==> src/rtl/axil_region_pkg.sv <==
// Shared types and helpers for the AXI4-Lite region front end.
//   wr_state_t / rd_state_t : write and read channel FSM states
//   RESP_*                  : AXI response codes
//   region_hit()            : masked selector compare for one region
package axil_region_pkg;

  typedef enum logic [1:0] {
    W_IDLE   = 2'd0,
    W_HAVE_A = 2'd1,
    W_HAVE_D = 2'd2,
    W_RESP   = 2'd3
  } wr_state_t;

  typedef enum logic [1:0] {
    R_IDLE = 2'd0,
    R_WAIT = 2'd1,
    R_RESP = 2'd2
  } rd_state_t;

  localparam logic [1:0] RESP_OKAY   = 2'b00;
  localparam logic [1:0] RESP_SLVERR = 2'b10;
  localparam logic [1:0] RESP_DECERR = 2'b11;

  // Operands are zero-extended to 32 bits so any selector width up to 32 fits.
  function automatic logic region_hit(input logic [31:0] sel,
                                      input logic [31:0] id,
                                      input logic [31:0] mask);
    return (sel & mask) == id;
  endfunction

endpackage

==> src/rtl/axil_region_dec.sv <==
// Combinational region decoder.
//   sel    in  SEL_W       region selector field of an address
//   hit_oh out REGION_NUM  one-hot hit, lowest region index wins on overlap
//   miss   out 1           no region matched
module axil_region_dec
  import axil_region_pkg::*;
#(
  parameter int                          REGION_NUM  = 4,
  parameter int                          SEL_W       = 8,
  parameter logic [REGION_NUM*SEL_W-1:0] REGION_ID   = {8'h00, 8'h01, 8'h02, 8'h08},
  parameter logic [REGION_NUM*SEL_W-1:0] REGION_MASK = {8'hff, 8'hff, 8'hff, 8'hf8}
) (
  input  logic [SEL_W-1:0]      sel,
  output logic [REGION_NUM-1:0] hit_oh,
  output logic                  miss
);

  // Region 0 is the leftmost entry of the ID/MASK concatenations.
  always_comb begin
    hit_oh = '0;
    miss   = 1'b1;
    for (int r = 0; r < REGION_NUM; r++) begin
      if (miss && region_hit(32'(sel),
                             32'(REGION_ID[(REGION_NUM-1-r)*SEL_W +: SEL_W]),
                             32'(REGION_MASK[(REGION_NUM-1-r)*SEL_W +: SEL_W]))) begin
        hit_oh[r] = 1'b1;
        miss      = 1'b0;
      end
    end
  end

endmodule

==> src/rtl/axil_region_if.sv <==
// AXI4-Lite slave front end with address-decoded target regions.
//   S_AXI_ACLK / S_AXI_ARESETN : clock, asynchronous active-low reset
//   S_AXI_AW*/W*/B*            : AXI4-Lite write channels
//   S_AXI_AR*/R*               : AXI4-Lite read channels
//   wr_valid/wr_addr/wr_data/wr_strb : one-cycle write pulse to one region
//   rd_req/rd_addr             : one-cycle read request to one region
//   rd_ready/rd_data           : per-region read completion and data
module axil_region_if
  import axil_region_pkg::*;
#(
  parameter int                          DATA_W      = 64,
  parameter int                          ADDR_W      = 32,
  parameter int                          REGION_NUM  = 4,
  parameter int                          SEL_LSB     = 12,
  parameter int                          SEL_W       = 8,
  parameter logic [REGION_NUM*SEL_W-1:0] REGION_ID   = {8'h00, 8'h01, 8'h02, 8'h08},
  parameter logic [REGION_NUM*SEL_W-1:0] REGION_MASK = {8'hff, 8'hff, 8'hff, 8'hf8},
  parameter int                          RD_TIMEOUT  = 255
) (
  input  logic                         S_AXI_ACLK,
  input  logic                         S_AXI_ARESETN,
  input  logic [ADDR_W-1:0]            S_AXI_AWADDR,
  input  logic                         S_AXI_AWVALID,
  output logic                         S_AXI_AWREADY,
  input  logic [DATA_W-1:0]            S_AXI_WDATA,
  input  logic [DATA_W/8-1:0]          S_AXI_WSTRB,
  input  logic                         S_AXI_WVALID,
  output logic                         S_AXI_WREADY,
  output logic [1:0]                   S_AXI_BRESP,
  output logic                         S_AXI_BVALID,
  input  logic                         S_AXI_BREADY,
  input  logic [ADDR_W-1:0]            S_AXI_ARADDR,
  input  logic                         S_AXI_ARVALID,
  output logic                         S_AXI_ARREADY,
  output logic [DATA_W-1:0]            S_AXI_RDATA,
  output logic [1:0]                   S_AXI_RRESP,
  output logic                         S_AXI_RVALID,
  input  logic                         S_AXI_RREADY,
  output logic [REGION_NUM-1:0]        wr_valid,
  output logic [SEL_LSB-1:0]           wr_addr,
  output logic [DATA_W-1:0]            wr_data,
  output logic [DATA_W/8-1:0]          wr_strb,
  output logic [REGION_NUM-1:0]        rd_req,
  output logic [SEL_LSB-1:0]           rd_addr,
  input  logic [REGION_NUM-1:0]        rd_ready,
  input  logic [REGION_NUM*DATA_W-1:0] rd_data
);

  localparam int STRB_W = DATA_W / 8;
  localparam int LSB_W  = $clog2(STRB_W);

  wr_state_t wr_state, wr_next;
  rd_state_t rd_state, rd_next;

  logic                  awready_q, wready_q, bvalid_q, arready_q, rvalid_q;
  logic [1:0]            bresp_q, rresp_q;
  logic [DATA_W-1:0]     rdata_q;
  logic [REGION_NUM-1:0] aw_oh, ar_oh, aw_oh_q, rd_sel_q, wr_valid_q, rd_req_q;
  logic                  aw_miss, ar_miss, aw_miss_q;
  logic [SEL_LSB-1:0]    wr_addr_q, rd_addr_q, aw_off, ar_off;
  logic [DATA_W-1:0]     wr_data_q, rd_mux, rdata_d;
  logic [STRB_W-1:0]     wr_strb_q, strb_n;
  logic [REGION_NUM-1:0] aw_oh_n;
  logic                  aw_miss_n, enter_wresp, r_load, rd_sel_ready;
  logic [1:0]            rresp_d;
  logic [7:0]            rd_cnt_q;
  logic                  aw_hs, w_hs, ar_hs;

  // Only the selector field and the word offset carry meaning.
  logic unused_addr_bits;
  assign unused_addr_bits = ^{S_AXI_AWADDR, S_AXI_ARADDR};

  axil_region_dec #(
    .REGION_NUM(REGION_NUM), .SEL_W(SEL_W),
    .REGION_ID(REGION_ID), .REGION_MASK(REGION_MASK)
  ) u_aw_dec (
    .sel(S_AXI_AWADDR[SEL_LSB +: SEL_W]), .hit_oh(aw_oh), .miss(aw_miss)
  );

  axil_region_dec #(
    .REGION_NUM(REGION_NUM), .SEL_W(SEL_W),
    .REGION_ID(REGION_ID), .REGION_MASK(REGION_MASK)
  ) u_ar_dec (
    .sel(S_AXI_ARADDR[SEL_LSB +: SEL_W]), .hit_oh(ar_oh), .miss(ar_miss)
  );

  assign aw_off = {S_AXI_AWADDR[SEL_LSB-1:LSB_W], {LSB_W{1'b0}}};
  assign ar_off = {S_AXI_ARADDR[SEL_LSB-1:LSB_W], {LSB_W{1'b0}}};

  // Readies are registered copies of the state, so they are low in reset.
  assign aw_hs = S_AXI_AWVALID && awready_q;
  assign w_hs  = S_AXI_WVALID  && wready_q;
  assign ar_hs = S_AXI_ARVALID && arready_q;

  // ---- write channel: state decode ----
  always_comb begin
    wr_next = wr_state;
    case (wr_state)
      W_IDLE: begin
        if (aw_hs && w_hs) wr_next = W_RESP;
        else if (aw_hs)    wr_next = W_HAVE_A;
        else if (w_hs)     wr_next = W_HAVE_D;
      end
      W_HAVE_A: if (w_hs)  wr_next = W_RESP;
      W_HAVE_D: if (aw_hs) wr_next = W_RESP;
      W_RESP:   if (S_AXI_BREADY) wr_next = W_IDLE;
      default:  wr_next = W_IDLE;
    endcase
  end

  // Values as they will stand in the first W_RESP cycle, which may be the
  // same edge that captures AW and/or W.
  assign aw_oh_n     = aw_hs ? aw_oh   : aw_oh_q;
  assign aw_miss_n   = aw_hs ? aw_miss : aw_miss_q;
  assign strb_n      = w_hs  ? S_AXI_WSTRB : wr_strb_q;
  assign enter_wresp = (wr_next == W_RESP) && (wr_state != W_RESP);

  // ---- write channel: registers ----
  always_ff @(posedge S_AXI_ACLK or negedge S_AXI_ARESETN) begin
    if (!S_AXI_ARESETN) wr_state <= W_IDLE;
    else                wr_state <= wr_next;
  end

  always_ff @(posedge S_AXI_ACLK or negedge S_AXI_ARESETN) begin
    if (!S_AXI_ARESETN) begin
      awready_q  <= 1'b0;
      wready_q   <= 1'b0;
      bvalid_q   <= 1'b0;
      bresp_q    <= RESP_OKAY;
      wr_valid_q <= '0;
      aw_oh_q    <= '0;
      aw_miss_q  <= 1'b0;
      wr_addr_q  <= '0;
      wr_data_q  <= '0;
      wr_strb_q  <= '0;
    end else begin
      awready_q  <= (wr_next == W_IDLE) || (wr_next == W_HAVE_D);
      wready_q   <= (wr_next == W_IDLE) || (wr_next == W_HAVE_A);
      bvalid_q   <= (wr_next == W_RESP);
      wr_valid_q <= (enter_wresp && (|strb_n)) ? aw_oh_n : '0;
      if (enter_wresp) bresp_q <= aw_miss_n ? RESP_DECERR : RESP_OKAY;
      if (aw_hs) begin
        aw_oh_q   <= aw_oh;
        aw_miss_q <= aw_miss;
        wr_addr_q <= aw_off;
      end
      if (w_hs) begin
        wr_data_q <= S_AXI_WDATA;
        wr_strb_q <= S_AXI_WSTRB;
      end
    end
  end

  // ---- read channel: target select and state decode ----
  // Region r drives rd_data[r*DATA_W +: DATA_W].
  always_comb begin
    rd_mux = '0;
    for (int r = 0; r < REGION_NUM; r++) begin
      if (rd_sel_q[r]) rd_mux = rd_mux | rd_data[r*DATA_W +: DATA_W];
    end
  end

  assign rd_sel_ready = |(rd_ready & rd_sel_q);

  always_comb begin
    rd_next = rd_state;
    rdata_d = '0;
    rresp_d = RESP_OKAY;
    r_load  = 1'b0;
    case (rd_state)
      R_IDLE: begin
        if (ar_hs) begin
          if (ar_miss) begin
            rd_next = R_RESP;
            rresp_d = RESP_DECERR;
            r_load  = 1'b1;
          end else begin
            rd_next = R_WAIT;
          end
        end
      end
      R_WAIT: begin
        // A target answering on the timeout cycle still wins.
        if (rd_sel_ready) begin
          rd_next = R_RESP;
          rdata_d = rd_mux;
          r_load  = 1'b1;
        end else if (rd_cnt_q == 8'(RD_TIMEOUT)) begin
          rd_next = R_RESP;
          rresp_d = RESP_SLVERR;
          r_load  = 1'b1;
        end
      end
      R_RESP:  if (S_AXI_RREADY) rd_next = R_IDLE;
      default: rd_next = R_IDLE;
    endcase
  end

  // ---- read channel: registers ----
  always_ff @(posedge S_AXI_ACLK or negedge S_AXI_ARESETN) begin
    if (!S_AXI_ARESETN) rd_state <= R_IDLE;
    else                rd_state <= rd_next;
  end

  always_ff @(posedge S_AXI_ACLK or negedge S_AXI_ARESETN) begin
    if (!S_AXI_ARESETN) begin
      arready_q <= 1'b0;
      rvalid_q  <= 1'b0;
      rresp_q   <= RESP_OKAY;
      rdata_q   <= '0;
      rd_req_q  <= '0;
      rd_sel_q  <= '0;
      rd_addr_q <= '0;
      rd_cnt_q  <= '0;
    end else begin
      arready_q <= (rd_next == R_IDLE);
      rvalid_q  <= (rd_next == R_RESP);
      rd_req_q  <= '0;
      if (ar_hs) begin
        rd_sel_q  <= ar_oh;
        rd_addr_q <= ar_off;
        rd_req_q  <= ar_oh;   // all-zero on a miss
      end
      // Counts wait cycles: 0 in the rd_req cycle.
      rd_cnt_q <= (rd_state == R_WAIT) ? rd_cnt_q + 8'd1 : 8'd0;
      if (r_load) begin
        rdata_q <= rdata_d;
        rresp_q <= rresp_d;
      end
    end
  end

  assign S_AXI_AWREADY = awready_q;
  assign S_AXI_WREADY  = wready_q;
  assign S_AXI_BVALID  = bvalid_q;
  assign S_AXI_BRESP   = bresp_q;
  assign S_AXI_ARREADY = arready_q;
  assign S_AXI_RVALID  = rvalid_q;
  assign S_AXI_RRESP   = rresp_q;
  assign S_AXI_RDATA   = rdata_q;
  assign wr_valid      = wr_valid_q;
  assign wr_addr       = wr_addr_q;
  assign wr_data       = wr_data_q;
  assign wr_strb       = wr_strb_q;
  assign rd_req        = rd_req_q;
  assign rd_addr       = rd_addr_q;

endmodule

==> config.mk <==
export PLATFORM = sky130hd
export DESIGN_NAME = axil_region_if
export DESIGN_NICKNAME = d
export VERILOG_FILES = /design/src/rtl/axil_region_pkg.sv /design/src/rtl/axil_region_dec.sv /design/src/rtl/axil_region_if.sv
export SDC_FILE = /design/constraint.sdc
export NUM_CORES = 1
export LEC_CHECK = 0
export ABC_AREA = 1
export BUFFER_PORTS_ARGS = -buffer_cell sky130_fd_sc_hd__buf_2
export CORE_AREA = 2 2 227 229
export DETAILED_ROUTE_END_ITERATION = 10
export DIE_AREA = 0 0 229 231
export PLACE_DENSITY_LB_ADDON = 0.1
export SKIP_CTS_REPAIR_TIMING = 1
export SYNTH_ARGS = -nofsm -noshare
export SYNTH_HDL_FRONTEND = slang
export SYNTH_SLANG_ARGS = --single-unit
==> constraint.sdc <==
create_clock -name S_AXI_ACLK -period 2.7 [get_ports S_AXI_ACLK]
set_input_delay 0.54 -clock S_AXI_ACLK [delete_from_list [all_inputs] [get_ports S_AXI_ACLK]]
set_output_delay 0.54 -clock S_AXI_ACLK [all_outputs]
set_load 0.01 [all_outputs]
After elaboration in Yosys (flattened, before gate mapping)
Cells that the tools add are included.

word-level totals
  register bits after elaboration = 192
  bits of input ports = 403
  output and inout port bits = 177
  logic and storage cells = 116

cells by class
  $add $sub $neg = 1
  eq/ne operators = 17
  muxes and demuxes = 52
  bitwise logic cells = 4
  reduce and logical (&&, ||, !) cells = 22

operators with widths
  kind                   number
  $mux W64               6
  $or A64 B64 Y64        3
  $logic_not A32 Y1      2
  $mux W2                16
  $mux W1                21
  $eq A8 B1 Y1 const B   2
  $eq A8 B2 Y1 const B   2
  $mux W8                2
  $eq A2 B2 Y1 const B   6
  $logic_and A1 B1 Y1    12
  $mux W4                3
  $eq A5 B1 Y1 const B   2
  $add A8 B1 Y8 const B  1
  $eq A8 B8 Y1 const B   1
  $logic_not A2 Y1       4
  $pmux W2 S4            1
  $reduce_or A8 Y1       1
  $eq A2 B1 Y1 const B   3
  $pmux W2 S3            1
  $and A4 B4 Y4          1
  $pmux W2 S2            1
  $reduce_or A4 Y1       1
  $logic_or A1 B1 Y1     2
  $ne A2 B2 Y1 const B   1
  $pmux W1 S2            1

Depth between registers and ports, before layout
Gate-level depths: netlist of the first run.

  depth after elaboration = 12
  mapped depth = 10

By module
From an unflattened synthesis of the first run, not the netlist that was laid out.

unflattened totals
  cell total of the unflattened synthesis = 1,244
  area, all modules = 9,415.3 sq um

modules (own cells, without submodules)
  module           instances  cells an instance  area each (sq um)
  axil_region_if   1          1,200              9,215.1
  axil_region_dec  2          22                 100.1

Worst setup path after synthesis of the first run
No wires, ideal clock.

  path type = input -> register
  start point = input port S_AXI_ARVALID
  end point = register rdata_q[55] (netlist: S_AXI_RDATA[55])
  data arrival time = 1.393 ns
  required time = 2.583 ns
  setup slack = 1.190 ns
  stages = 7
  path buffers = 2
  path through = nand2_1 -> nor3_1 -> nand3_2 -> buf_6 -> buf_6 -> nand3_1 -> nand2_1

on the way
  word-level cells in the longest chain between the ends = 3

ends and longest elaborated chain
  item                  RTL line               text
  from (decl)           axil_region_if.sv:33   input logic S_AXI_ARVALID,
  $logic_and A1 B1 Y1   axil_region_if.sv:93   assign ar_hs = S_AXI_ARVALID && arready_q;
  $mux W1               axil_region_if.sv:172  if (ar_hs) begin
  $pmux W1 S2           axil_region_if.sv:170  case (rd_state)
  to (signal assigned)  axil_region_if.sv:227  rdata_q <= rdata_d;
  to (decl)             axil_region_if.sv:57   logic [DATA_W-1:0] rdata_q;

No other way between the ends.
A chain may end at the register's enable or synchronous reset.

Final worst setup path of the first run
  start point = register rd_state[1]
  end point = register rdata_q[21] (netlist: S_AXI_RDATA[21])

on the way
  word-level cells in the longest chain between the ends = 2

ends and longest elaborated chain
  item                                              RTL line               text
  from (decl)                                       axil_region_if.sv:53   rd_state_t rd_state, rd_next;
  from (signal assigned)                            axil_region_if.sv:202  else rd_state <= rd_next;
  $eq A2 B1 Y1 or $logic_not A2 Y1 (tied branches)  axil_region_if.sv:170
  $pmux W1 S2 or $mux W64 (tied branches)           axil_region_if.sv:170

Parallel ways exist; a longest one is shown, timed or not.

==> key figures, run 1 <==
Status
  – Outcome: complete, no violations

Clock network
  – Number of clock sinks seen by CTS: 191
  – Clock-pin slew of the registers on the worst-case setup and hold paths: 70 ps
  – TritonCTS clock tree: built
  – Inserted Clock Buffers: 17
  – Clock root buffer master: sky130_fd_sc_hd__clkbuf_16
  – Clock latency reported for the late side of the worst-skew pair: 480 ps
  – Max clock buf depth: 2
  – Max H-tree Level: 4

Power and ir drop
  – Leakage Power: 7.384 nW
  – Power density cells: 741.6 mW/mm²
  – Total power of the final layout: 0.009786 W
  – Worst IR Drop VDD: 0.4940 mV

Global route
  – Via count of the first global-routing pass: 9812
  – Global-route usage over all layers: 14.69%
  – Overall overflow remaining after global route: 0
  – Wire length of the first global-routing pass: 58660 µm
  – Initial antenna violation count: 2
  – Largest net degree at the start of global routing: 66

Routing
  – Violation count after the first detailed-routing iteration: 449
  – DRC violation count after routing: 0
  – Drt total wl: 39020 µm
  – Count of nets left with antenna violations after detail routing: 0
  – Avg WL per Cell: 16.19 µm
  – First-pass detailed-route iteration total: 5
  – Vias per cell: 4.018
  – Total number of vias: 9683

Yosys
  – Area fraction of the dominant cell type after synthesis: 52.27%
  – Most numerous cell types in the synthesized netlist: sky130_fd_sc_hd__nand2_1, sky130_fd_sc_hd__dfrtp_1, sky130_fd_sc_hd__nand4_1, sky130_fd_sc_hd__nand3_1, sky130_fd_sc_hd__inv_1
  – Synth Register Bits: 191
  – Number of enable-type register cells in the synthesized netlist: 0
  – Biggest area contributors in the synthesized netlist: sky130_fd_sc_hd__dfrtp_1, sky130_fd_sc_hd__nand2_1, sky130_fd_sc_hd__nand4_1
  – Summed instance area of the synthesized netlist: 0.009144 mm²
  – Async set-or-reset flop fraction in the synthesized netlist: 100.0%
  – Netlist cell types: 29
  – Cell count after synthesis: 1200
  – Yosys warnings: 0
  – Syn avg cell area: 7.620 µm²
  – Flip-flop cell with the highest count after synthesis: sky130_fd_sc_hd__dfrtp_1
  – Post-synthesis cell type with the largest combined area: sky130_fd_sc_hd__dfrtp_1
  – Most repeated cell in the gate-level netlist after synthesis: sky130_fd_sc_hd__nand2_1
  – Fraction of the yosys area taken by sequential cells: 52.27%

Floorplan
  – Area of the core region: 0.05068 mm²
  – Vertical die dimension: 231 µm
  – Initial standard-cell utilization of the core: 18.04%
  – Die outline area: 0.05290 mm²
  – Die W: 229 µm
  – Ports: 580
  – Std cell rows: 83

STA
  – Final-report setup violation count: 0
  – Setup total negative slack: 0 ps
  – Period utilisation layout: 77.51%
  – Worst hold slack: 48.81 ps
  – Tightest slew margin relative to the limit: 42.64%
  – Clock skew after layout: 12.28 ps
  – Number of pins exceeding their max-slew limit in the final report: 0
  – Final Hold Violating Endpoints: 0
  – Actual slew at the worst max-slew pin: 860.5 ps
  – Max Fclk: 477.8 MHz
  – Unrepaired setup endpoints after global routing: false
  – Final period demand of the worst path: 2093 ps

Worst setup path
  – Path length in cells of the critical path: 6
  – Start-to-end type of the worst setup path: reg -> reg
  – Number of buffer and inverter stages on the critical path: 2
  – Family with the most delay on the worst path: simple AND/OR/NAND/NOR gates
  – Slowest stage cell on the critical path: sky130_fd_sc_hd__buf_4
  – Cell depth of the worst flop-to-flop path: 6
  – Critical path startpoint category: flop
  – Signal arrival time at the worst endpoint: 2510 ps
  – Reg-to-reg startpoint: rd_state[1]$_DFF_PN0_
  – Crit path cell chain: nor2_4 > inv_2 > nor2_4 > buf_4 > nand2_1 > nand2_1
  – Endpoint of the worst-slack reg-to-reg timing path: S_AXI_RDATA[21]$_DFFE_PN0P_
  – Worst-path fanout max: 53
  – Largest stage delay on the critical path: 560 ps
  – Critical path capture point type: flop
  – Setup slack of the most critical reg-to-reg path: 610 ps
  – Setup crit start: rd_state[1]$_DFF_PN0_
  – Critical path required time: 3120 ps

Placement
  – Number of port buffers: 543
  – DP HPWL: 29650 µm
  – Placer's final routability congestion estimate: 0.8212
  – # placed instances: 2376

Layout
  – Layout cell share with drive strength beyond 1: 36.63%
  – Number of non-filler instances in the completed layout: 2410
  – Post-layout net count: 2119
  – Syn-to-layout area delta: 44.31%

Job
  – Max_cap viols: 0

Min path
  – Type of the most critical hold path: in -> async
==> worst register-to-register path, cell delays in order, from the launching register on <==
cell and delay (ps):
sky130_fd_sc_hd__dfrtp_1 430, sky130_fd_sc_hd__nor2_4 210, sky130_fd_sc_hd__inv_2 120, sky130_fd_sc_hd__nor2_4 390, sky130_fd_sc_hd__buf_4 570, sky130_fd_sc_hd__nand2_1 220
sky130_fd_sc_hd__nand2_1 100
==> per-stage QoR <==
step           util [%]  area, µm²  setup WS (ps)
3_3_place_gp      24.88      12610          447.0
5_1_grt           26.03      13190          309.4
2_1_floorplan         -       9163           1190
6_report          26.04      13200          607.3
4_1_cts           26.03      13190          463.2
3_5_place_dp      24.88      12610          412.9
==> registers in the layout, indices dropped and copies added (netlist names) <==
signal,flops
aw_oh_q,4
wr_data,64
S_AXI_RRESP,2
wr_strb,8
rd_state,2
rd_addr,9
aw_miss_q,1
wr_state,2
rd_cnt_q,8
S_AXI_BVALID,1
S_AXI_ARREADY,1
S_AXI_WREADY,1
rd_req,4
S_AXI_BRESP,1
wr_valid,4
S_AXI_RVALID,1
rd_sel_q,4
wr_addr,9
S_AXI_AWREADY,1
S_AXI_RDATA,64
==> cell families (layout without fill, tap and decap cells) <==
group,after synthesis,count (layout),share of synthesized area (%)
adder cells (fa/ha/maj),1,1,0.1368
XOR/XNOR,1,1,0.09580
flip-flops,191,191,52.27
AND/OR/NAND/NOR,873,873,40.28
buffers and inverters,110,633,5.774
other,1,8,0.04101
AO/OA/AOI/OAI,23,23,1.396
==> worst max-delay path by stage <==
stage | endpoint | slack, ps
2_1_floorplan | S_AXI_RDATA[55]$_DFFE_PN0P_ | 1190
4_1_cts | S_AXI_RDATA[21]$_DFFE_PN0P_ | 460
3_5_place_dp | S_AXI_RDATA[21]$_DFFE_PN0P_ | 410
6_report | S_AXI_RDATA[21]$_DFFE_PN0P_ | 610
3_3_place_gp | S_AXI_RDATA[22]$_DFFE_PN0P_ | 450
5_1_grt | S_AXI_RDATA[17]$_DFFE_PN0P_ | 310
==> routing by layer <==
| layer | routed length [µm] | up-vias | track usage [%] |
|---|---|---|---|
| met1 | 16970 | 4441 | 18.17 |
| met3 | 3187 | 50 | 5.188 |
| met4 | 958 | 2 | 5.662 |
| met5 | 13 | - | 0 |
| met2 | 17890 | 384 | 23.42 |
| li1 | - | 4806 | - |
==> power breakdown <==
| part | total (W) | internal (W) | switching [W] |
|---|---|---|---|
| Combinational | 0.00314 | 0.00119 | 0.00195 |
| Sequential | 0.00404 | 0.00364 | 0.000404 |
| Clock | 0.00261 | 0.00138 | 0.00122 |
| Total | 0.00979 | 0.00621 | 0.00357 |
==> cells in the final DEF (no fill, tap or decap), types with 5 or more instances in the layout <==
cell type                     n
sky130_fd_sc_hd__nand2_1    690
sky130_fd_sc_hd__clkbuf_8     5
sky130_fd_sc_hd__clkbuf_16   17
sky130_fd_sc_hd__buf_2      542
sky130_fd_sc_hd__nor3_1       5
sky130_fd_sc_hd__nand4_1     70
sky130_fd_sc_hd__inv_1       28
sky130_fd_sc_hd__buf_12       5
sky130_fd_sc_hd__nor2_1      26
sky130_fd_sc_hd__conb_1       6
sky130_fd_sc_hd__dfrtp_1    187
sky130_fd_sc_hd__nand3_2     20
sky130_fd_sc_hd__nand3_1     52
sky130_fd_sc_hd__buf_4       19
sky130_fd_sc_hd__o21ai_0     13
==> area by class of cell <==
| type | instances | area (µm²) |
|---|---|---|
| fill | 5787 | 37480 |
| sequential | 191 | 4785 |
| multi-input combinational | 904 | 3877 |
| timing repair buffer | 567 | 2969 |
| tap | 680 | 850.8 |
| clock buffer | 22 | 484.2 |
| inverter | 34 | 127.6 |
| clock inverter | 10 | 96.34 |
| antenna | 2 | 5.005 |
No activity file was read; power rests on OpenSTA's default activity.
==> inputs of run 2 (changes only) <==
--- a/config.mk
+++ b/config.mk
@@ -5,11 +5,11 @@
 export SDC_FILE = /design/constraint.sdc
 export NUM_CORES = 1
 export LEC_CHECK = 0
-export ABC_AREA = 1
+export ABC_AREA = 0
 export BUFFER_PORTS_ARGS = -buffer_cell sky130_fd_sc_hd__buf_2
-export CORE_AREA = 2 2 227 229
+export CORE_AREA = 2 2 228 230
 export DETAILED_ROUTE_END_ITERATION = 10
-export DIE_AREA = 0 0 229 231
+export DIE_AREA = 0 0 230 232
 export PLACE_DENSITY_LB_ADDON = 0.1
 export SKIP_CTS_REPAIR_TIMING = 1
 export SYNTH_ARGS = -nofsm -noshare
==> constraint.sdc (replaced) <==
create_clock -name S_AXI_ACLK -period 1.9 [get_ports S_AXI_ACLK]
set_input_delay 0.38 -clock S_AXI_ACLK [delete_from_list [all_inputs] [get_ports S_AXI_ACLK]]
set_output_delay 0.38 -clock S_AXI_ACLK [all_outputs]
set_load 0.01 [all_outputs]
==> key figures, run 2 <==
Yosys
  – Syn avg cell area: 13.21 µm²
  – Netlist cell types: 43
  – Summed instance area of the synthesized netlist: 0.008388 mm²
  – Number of enable-type register cells in the synthesized netlist: 0
  – Async set-or-reset flop fraction in the synthesized netlist: 100.0%
  – Biggest area contributors in the synthesized netlist: sky130_fd_sc_hd__dfrtp_1, sky130_fd_sc_hd__mux2_2, sky130_fd_sc_hd__a22o_1
  – Flip-flop cell with the highest count after synthesis: sky130_fd_sc_hd__dfrtp_1
  – Most numerous cell types in the synthesized netlist: sky130_fd_sc_hd__dfrtp_1, sky130_fd_sc_hd__mux2_2, sky130_fd_sc_hd__a22o_1, sky130_fd_sc_hd__a221oi_1, sky130_fd_sc_hd__o2bb2ai_1
  – Post-synthesis cell type with the largest combined area: sky130_fd_sc_hd__dfrtp_1
  – Fraction of the yosys area taken by sequential cells: 56.98%
  – Most repeated cell in the gate-level netlist after synthesis: sky130_fd_sc_hd__dfrtp_1
  – Area fraction of the dominant cell type after synthesis: 56.98%
  – Yosys warnings: 0
  – Synth Register Bits: 191
  – Cell count after synthesis: 635

Power and ir drop
  – Power density cells: 1084 mW/mm²
  – Leakage Power: 6.198 nW
  – Worst IR Drop VDD: 0.4751 mV
  – Total power of the final layout: 0.01394 W

Placement
  – Number of port buffers: 543
  – Placer's final routability congestion estimate: 0.7289
  – # placed instances: 1852
  – Post-place setup slack: -150.5 ps
  – DP HPWL: 27880 µm

Min path
  – Type of the most critical hold path: in -> reg

Layout
  – Top library cells by usage in the layout, fill and taps aside: sky130_fd_sc_hd__buf_2, sky130_fd_sc_hd__dfrtp_1, sky130_fd_sc_hd__mux2_2
  – Number of non-filler instances in the completed layout: 1887
  – Syn-to-layout area delta: 53.30%
  – Most frequent standard cell in the layout excluding fill and tap cells: sky130_fd_sc_hd__buf_2
  – Core utilization of the finished layout: 25.27%
  – Post-layout net count: 1596
  – Layout cell share with drive strength beyond 1: 60.00%
  – FILL cells: 5486

Worst setup path
  – Critical path startpoint category: flop
  – Reg-to-reg startpoint: rd_sel_q[0]$_DFFE_PN0P_
  – Setup slack of the most critical reg-to-reg path: 160 ps
  – Setup crit start: rd_sel_q[0]$_DFFE_PN0P_
  – Endpoint of the worst-slack reg-to-reg timing path: S_AXI_RDATA[35]$_DFFE_PN0P_
  – Critical path required time: 2290 ps
  – Signal arrival time at the worst endpoint: 2130 ps
  – Cell depth of the worst flop-to-flop path: 6
  – Critical path capture point type: flop
  – Worst-path fanout max: 17
  – Start-to-end type of the worst setup path: reg -> reg
  – Crit path capture: S_AXI_RDATA[35]$_DFFE_PN0P_

Global route
  – Global routing usage on met1: 14.90%
  – Largest net degree at the start of global routing: 66
  – Global routing met2 resource utilization: 22.19%
  – Via count of the first global-routing pass: 7937
  – Initial antenna violation count: 9
  – Global-route track usage on met3: 4.470%
  – Global-route usage over all layers: 13.04%
  – Wire length of the first global-routing pass: 51490 µm
  – Most heavily used metal layer in global routing: met2
  – Overall overflow remaining after global route: 0

Floorplan
  – Ports: 580
  – Initial standard-cell utilization of the core: 16.48%
  – Die outline area: 0.05336 mm²
  – Vertical die dimension: 232 µm
  – Area of the core region: 0.05089 mm²
  – Die W: 230 µm
  – Std cell rows: 83

Routing
  – Count of nets left with antenna violations after detail routing: 0
  – Total number of vias: 7772
  – DRC violation count after routing: 0
  – Drt total wl: 35630 µm
  – First-pass detailed-route iteration total: 4
  – Violation count after the first detailed-routing iteration: 306
  – Avg WL per Cell: 18.88 µm
  – Vias per cell: 4.119

Clock network
  – Max clock buf depth: 2
  – Clock latency reported for the late side of the worst-skew pair: 470 ps
  – Clock-pin slew of the registers on the worst-case setup and hold paths: 70 ps
  – Number of clock sinks seen by CTS: 191
  – Max H-tree Level: 4
  – Inserted Clock Buffers: 17
  – TritonCTS clock tree: built
  – Clock root buffer master: sky130_fd_sc_hd__clkbuf_16

STA
  – Post-route worst setup slack: 158.5 ps
  – Unrepaired setup endpoints after global routing: false
  – Period utilisation layout: 91.66%
  – Final Hold Violating Endpoints: 0
  – Clock skew after layout: 10.93 ps
  – Final period demand of the worst path: 1741 ps
  – Final-report setup violation count: 0
  – Number of pins exceeding their max-slew limit in the final report: 0
  – Max Fclk: 574.2 MHz

Status
  – Outcome: complete, no violations

Job
  – Max_cap viols: 0
[run 2: how the worst min path moves through the flow]
stage	cells after the start	start	slack [ps]	endpoint
floorplan	0	S_AXI_ARESETN	80	S_AXI_ARREADY$_DFF_PN0_
global placement	1	S_AXI_ARESETN	340	wr_addr[11]$_DFFE_PN0N_
detailed placement	1	S_AXI_ARESETN	340	wr_addr[11]$_DFFE_PN0N_
CTS	1	S_AXI_ARESETN	-210	wr_addr[11]$_DFFE_PN0N_
global route	2	S_AXI_WDATA[48]	80	wr_data[48]$_DFFE_PN0P_
finish	2	S_AXI_RREADY	110	S_AXI_RVALID$_DFF_PN0_
[run 2: kinds of logic (layout without fill, tap and decap cells)]
logic type,after synthesis,count (layout),synth area share (%)
AO/OA/AOI/OAI,224,224,22.64
multiplexers,91,91,12.22
flip-flops,191,191,56.98
adder cells (fa/ha/maj),1,1,0.1491
buffers and inverters,64,629,3.595
other,1,8,0.04471
AND/OR/NAND/NOR,59,59,3.953
XOR/XNOR,4,4,0.4177
[run 2: routing by layer]
layer	up-vias	routed length [µm]	part of all wire (%)
met2	322	17780	50
li1	3624	-	-
met5	-	49	0.14
met3	51	2451	6.9
met4	8	1025	2.9
met1	3767	14330	40
[run 2: final cells by class]
class,instances,area [µm²],share of cell area (%)
Antenna cell,2,5.005,0.03892
Inverter,5,18.77,0.1460
Clock buffer,21,450.4,3.503
Clock inverter,11,131.4,1.022
Multi-Input combinational cell,385,3346,26.02
Sequential cell,191,4785,37.21
Timing Repair Buffer,592,3272,25.45
Tap cell,680,850.8,6.617
[run 2: where the power goes]
part / total [W] / switching [W] / internal [W]
logic: 0.00453 / 0.00219 / 0.00234
clock network: 0.00370 / 0.00172 / 0.00199
registers: 0.00571 / 0.000553 / 0.00515
total: 0.0139 / 0.00447 / 0.00948
[run 2: critical path, cell delays in order, from the launching register on]
cell and delay (ps):
sky130_fd_sc_hd__dfrtp_2 450, sky130_fd_sc_hd__a22oi_1 250, sky130_fd_sc_hd__o211a_1 260, sky130_fd_sc_hd__a2bb2oi_4 200
sky130_fd_sc_hd__buf_12 190, sky130_fd_sc_hd__buf_12 170, sky130_fd_sc_hd__o2bb2ai_1 120
[run 2: metrics by stage]
stage	TNS, ps	cell area [µm²]	hold slack, ps
6_report	0	12860	114.8
3_3_place_gp	-5690	12260	342.4
2_1_floorplan	0	8407	84.41
5_1_grt	0	12860	82.99
4_1_cts	0	12840	-211.0
3_5_place_dp	-7268	12260	340.8
==> inputs of run 3 (changes only) <==
--- a/config.mk
+++ b/config.mk
@@ -10,6 +10,7 @@
 export CORE_AREA = 2 2 228 230
 export DETAILED_ROUTE_END_ITERATION = 10
 export DIE_AREA = 0 0 230 232
+export MAX_ROUTING_LAYER = met4
 export PLACE_DENSITY_LB_ADDON = 0.1
 export SKIP_CTS_REPAIR_TIMING = 1
 export SYNTH_ARGS = -nofsm -noshare
==> constraint.sdc (replaced) <==
create_clock -name S_AXI_ACLK -period 1.9 [get_ports S_AXI_ACLK]
set_input_delay 0.38 -clock S_AXI_ACLK [delete_from_list [all_inputs] [get_ports S_AXI_ACLK]]
set_output_delay 0.38 -clock S_AXI_ACLK [all_outputs]
set_load 0.02 [all_outputs]
==> key figures, run 3 (synthesized netlist as in run 2, its figures left out) <==
Status
  – Outcome: complete, no violations

STA
  – Period utilisation layout: 91.61%
  – Number of pins exceeding their max-slew limit in the final report: 0
  – Setup total negative slack: 0 ps
  – Final-report setup violation count: 0
  – Final Hold Violating Endpoints: 0
  – Worst hold slack: 116.1 ps
  – Unrepaired setup endpoints after global routing: false
  – Post-route worst setup slack: 159.5 ps
  – Max Fclk: 574.5 MHz
  – Final period demand of the worst path: 1741 ps
  – Clock skew after layout: 11.09 ps

Worst setup path
  – Critical path required time: 2290 ps
  – Largest stage delay on the critical path: 450 ps
  – Most Frequent Cell on Critical Path: sky130_fd_sc_hd__buf_12
  – Critical path startpoint category: flop
  – Number of buffer and inverter stages on the critical path: 2
  – Reg-to-reg startpoint: rd_sel_q[0]$_DFFE_PN0P_
  – Setup slack of the most critical reg-to-reg path: 160 ps
  – Family with the most delay on the worst path: compound AO/OA/AOI/OAI gates
  – Start-to-end type of the worst setup path: reg -> reg
  – Crit path cell chain: a22oi_1 > o211a_1 > a2bb2oi_4 > buf_12 > buf_12 > o2bb2ai_1
  – Signal arrival time at the worst endpoint: 2130 ps
  – Critical path capture point type: flop
  – Setup crit start: rd_sel_q[0]$_DFFE_PN0P_
  – Worst-path fanout max: 17
  – Slowest stage cell on the critical path: sky130_fd_sc_hd__dfrtp_2

Clock network
  – Clock-pin slew of the registers on the worst-case setup and hold paths: 70 ps
  – Clock root buffer master: sky130_fd_sc_hd__clkbuf_16
  – Max clock buf depth: 2
  – TritonCTS clock tree: built
  – Clock latency reported for the late side of the worst-skew pair: 470 ps
  – Max H-tree Level: 4
  – Inserted Clock Buffers: 17
  – Number of clock sinks seen by CTS: 191

Routing
  – Violation count after the first detailed-routing iteration: 328
  – DRC violation count after routing: 0
  – Count of nets left with antenna violations after detail routing: 0
  – Total number of vias: 7778
  – Drt total wl: 35630 µm
  – First-pass detailed-route iteration total: 5
  – Avg WL per Cell: 18.84 µm
  – Vias per cell: 4.113

Floorplan
  – Ports: 580
  – Vertical die dimension: 232 µm
  – Die W: 230 µm
  – Initial standard-cell utilization of the core: 16.48%
  – Area of the core region: 0.05089 mm²
  – Std cell rows: 83
  – Die outline area: 0.05336 mm²

Placement
  – Placer's final routability congestion estimate: 0.7377
  – DP HPWL: 27880 µm
  – Number of port buffers: 543
  – Post-place setup slack: -150.5 ps

Global route
  – Overall overflow remaining after global route: 0
  – Via count of the first global-routing pass: 7959
  – Wire length of the first global-routing pass: 51270 µm
  – Largest net degree at the start of global routing: 66
  – Global-route usage over all layers: 13.39%
  – Initial antenna violation count: 9

Layout
  – Core utilization of the finished layout: 25.29%
  – Layout cell share with drive strength beyond 1: 60.00%
  – Syn-to-layout area delta: 53.42%
  – Post-layout net count: 1596
  – Most frequent standard cell in the layout excluding fill and tap cells: sky130_fd_sc_hd__buf_2
  – Top library cells by usage in the layout, fill and taps aside: sky130_fd_sc_hd__buf_2, sky130_fd_sc_hd__dfrtp_1, sky130_fd_sc_hd__mux2_2

Power and ir drop
  – Worst IR Drop VDD: 0.5451 mV
  – Power density cells: 1149 mW/mm²
  – Total power of the final layout: 0.01478 W
  – Leakage Power: 6.198 nW

Min path
  – Type of the most critical hold path: in -> reg
  – Start point of the worst hold path: S_AXI_RREADY

Job
  – Max_cap viols: 0
-- run 3: cell count changes in the layout (fill, tap and decap cells not counted) --
cell / change
sky130_fd_sc_hd__diode_2: +4
-- run 3: area by class of cell --
cell class | instances | area [µm²]
repair buffers | 592 | 3272
flip-flops and latches | 191 | 4785
diodes | 6 | 15.01
inverters | 5 | 18.77
fillers | 5486 | 38020
well taps | 680 | 850.8
multi-input cells | 385 | 3346
clock buffers | 21 | 450.4
clock inverters | 11 | 131.4
-- run 3: metrics by stage --
stage / area, µm² / cells
finish: 12870 / 1891
global route: 12870 / 1891
CTS: 12840 / 1884
detailed placement: 12260 / 1852
global placement: 12260 / 1852
floorplan: 8407 / 640
-- run 3: power by group --
part | internal (W) | switching [W]
clock | 0.00199 | 0.00172
combinational | 0.00235 | 0.00302
sequential | 0.00515 | 0.000555
-- run 3: path summary, 6_finish.rpt --
check | endpoint | cells after the start
worst max-delay path | S_AXI_RDATA[35]$_DFFE_PN0P_ | 6
worst min-delay path | S_AXI_RVALID$_DFF_PN0_ | 2
worst min register to register | rd_cnt_q[0]$_DFF_PN0_ | 1
min in group asynchronous | wr_addr[11]$_DFFE_PN0N_ | 2
max in group asynchronous | S_AXI_RDATA[30]$_DFFE_PN0P_ | 3
worst max register to register | S_AXI_RDATA[35]$_DFFE_PN0P_ | 6
-- run 3: metal layers --
layer | GRT usage, % | wire length [µm] | up-vias
met1 | 14.95 | 14440 | 3781
met3 | 4.199 | 2392 | 40
met2 | 22.19 | 17840 | 324
li1 | - | - | 3633
met4 | 5.524 | 957 | 0
met5 | - | 0 | -
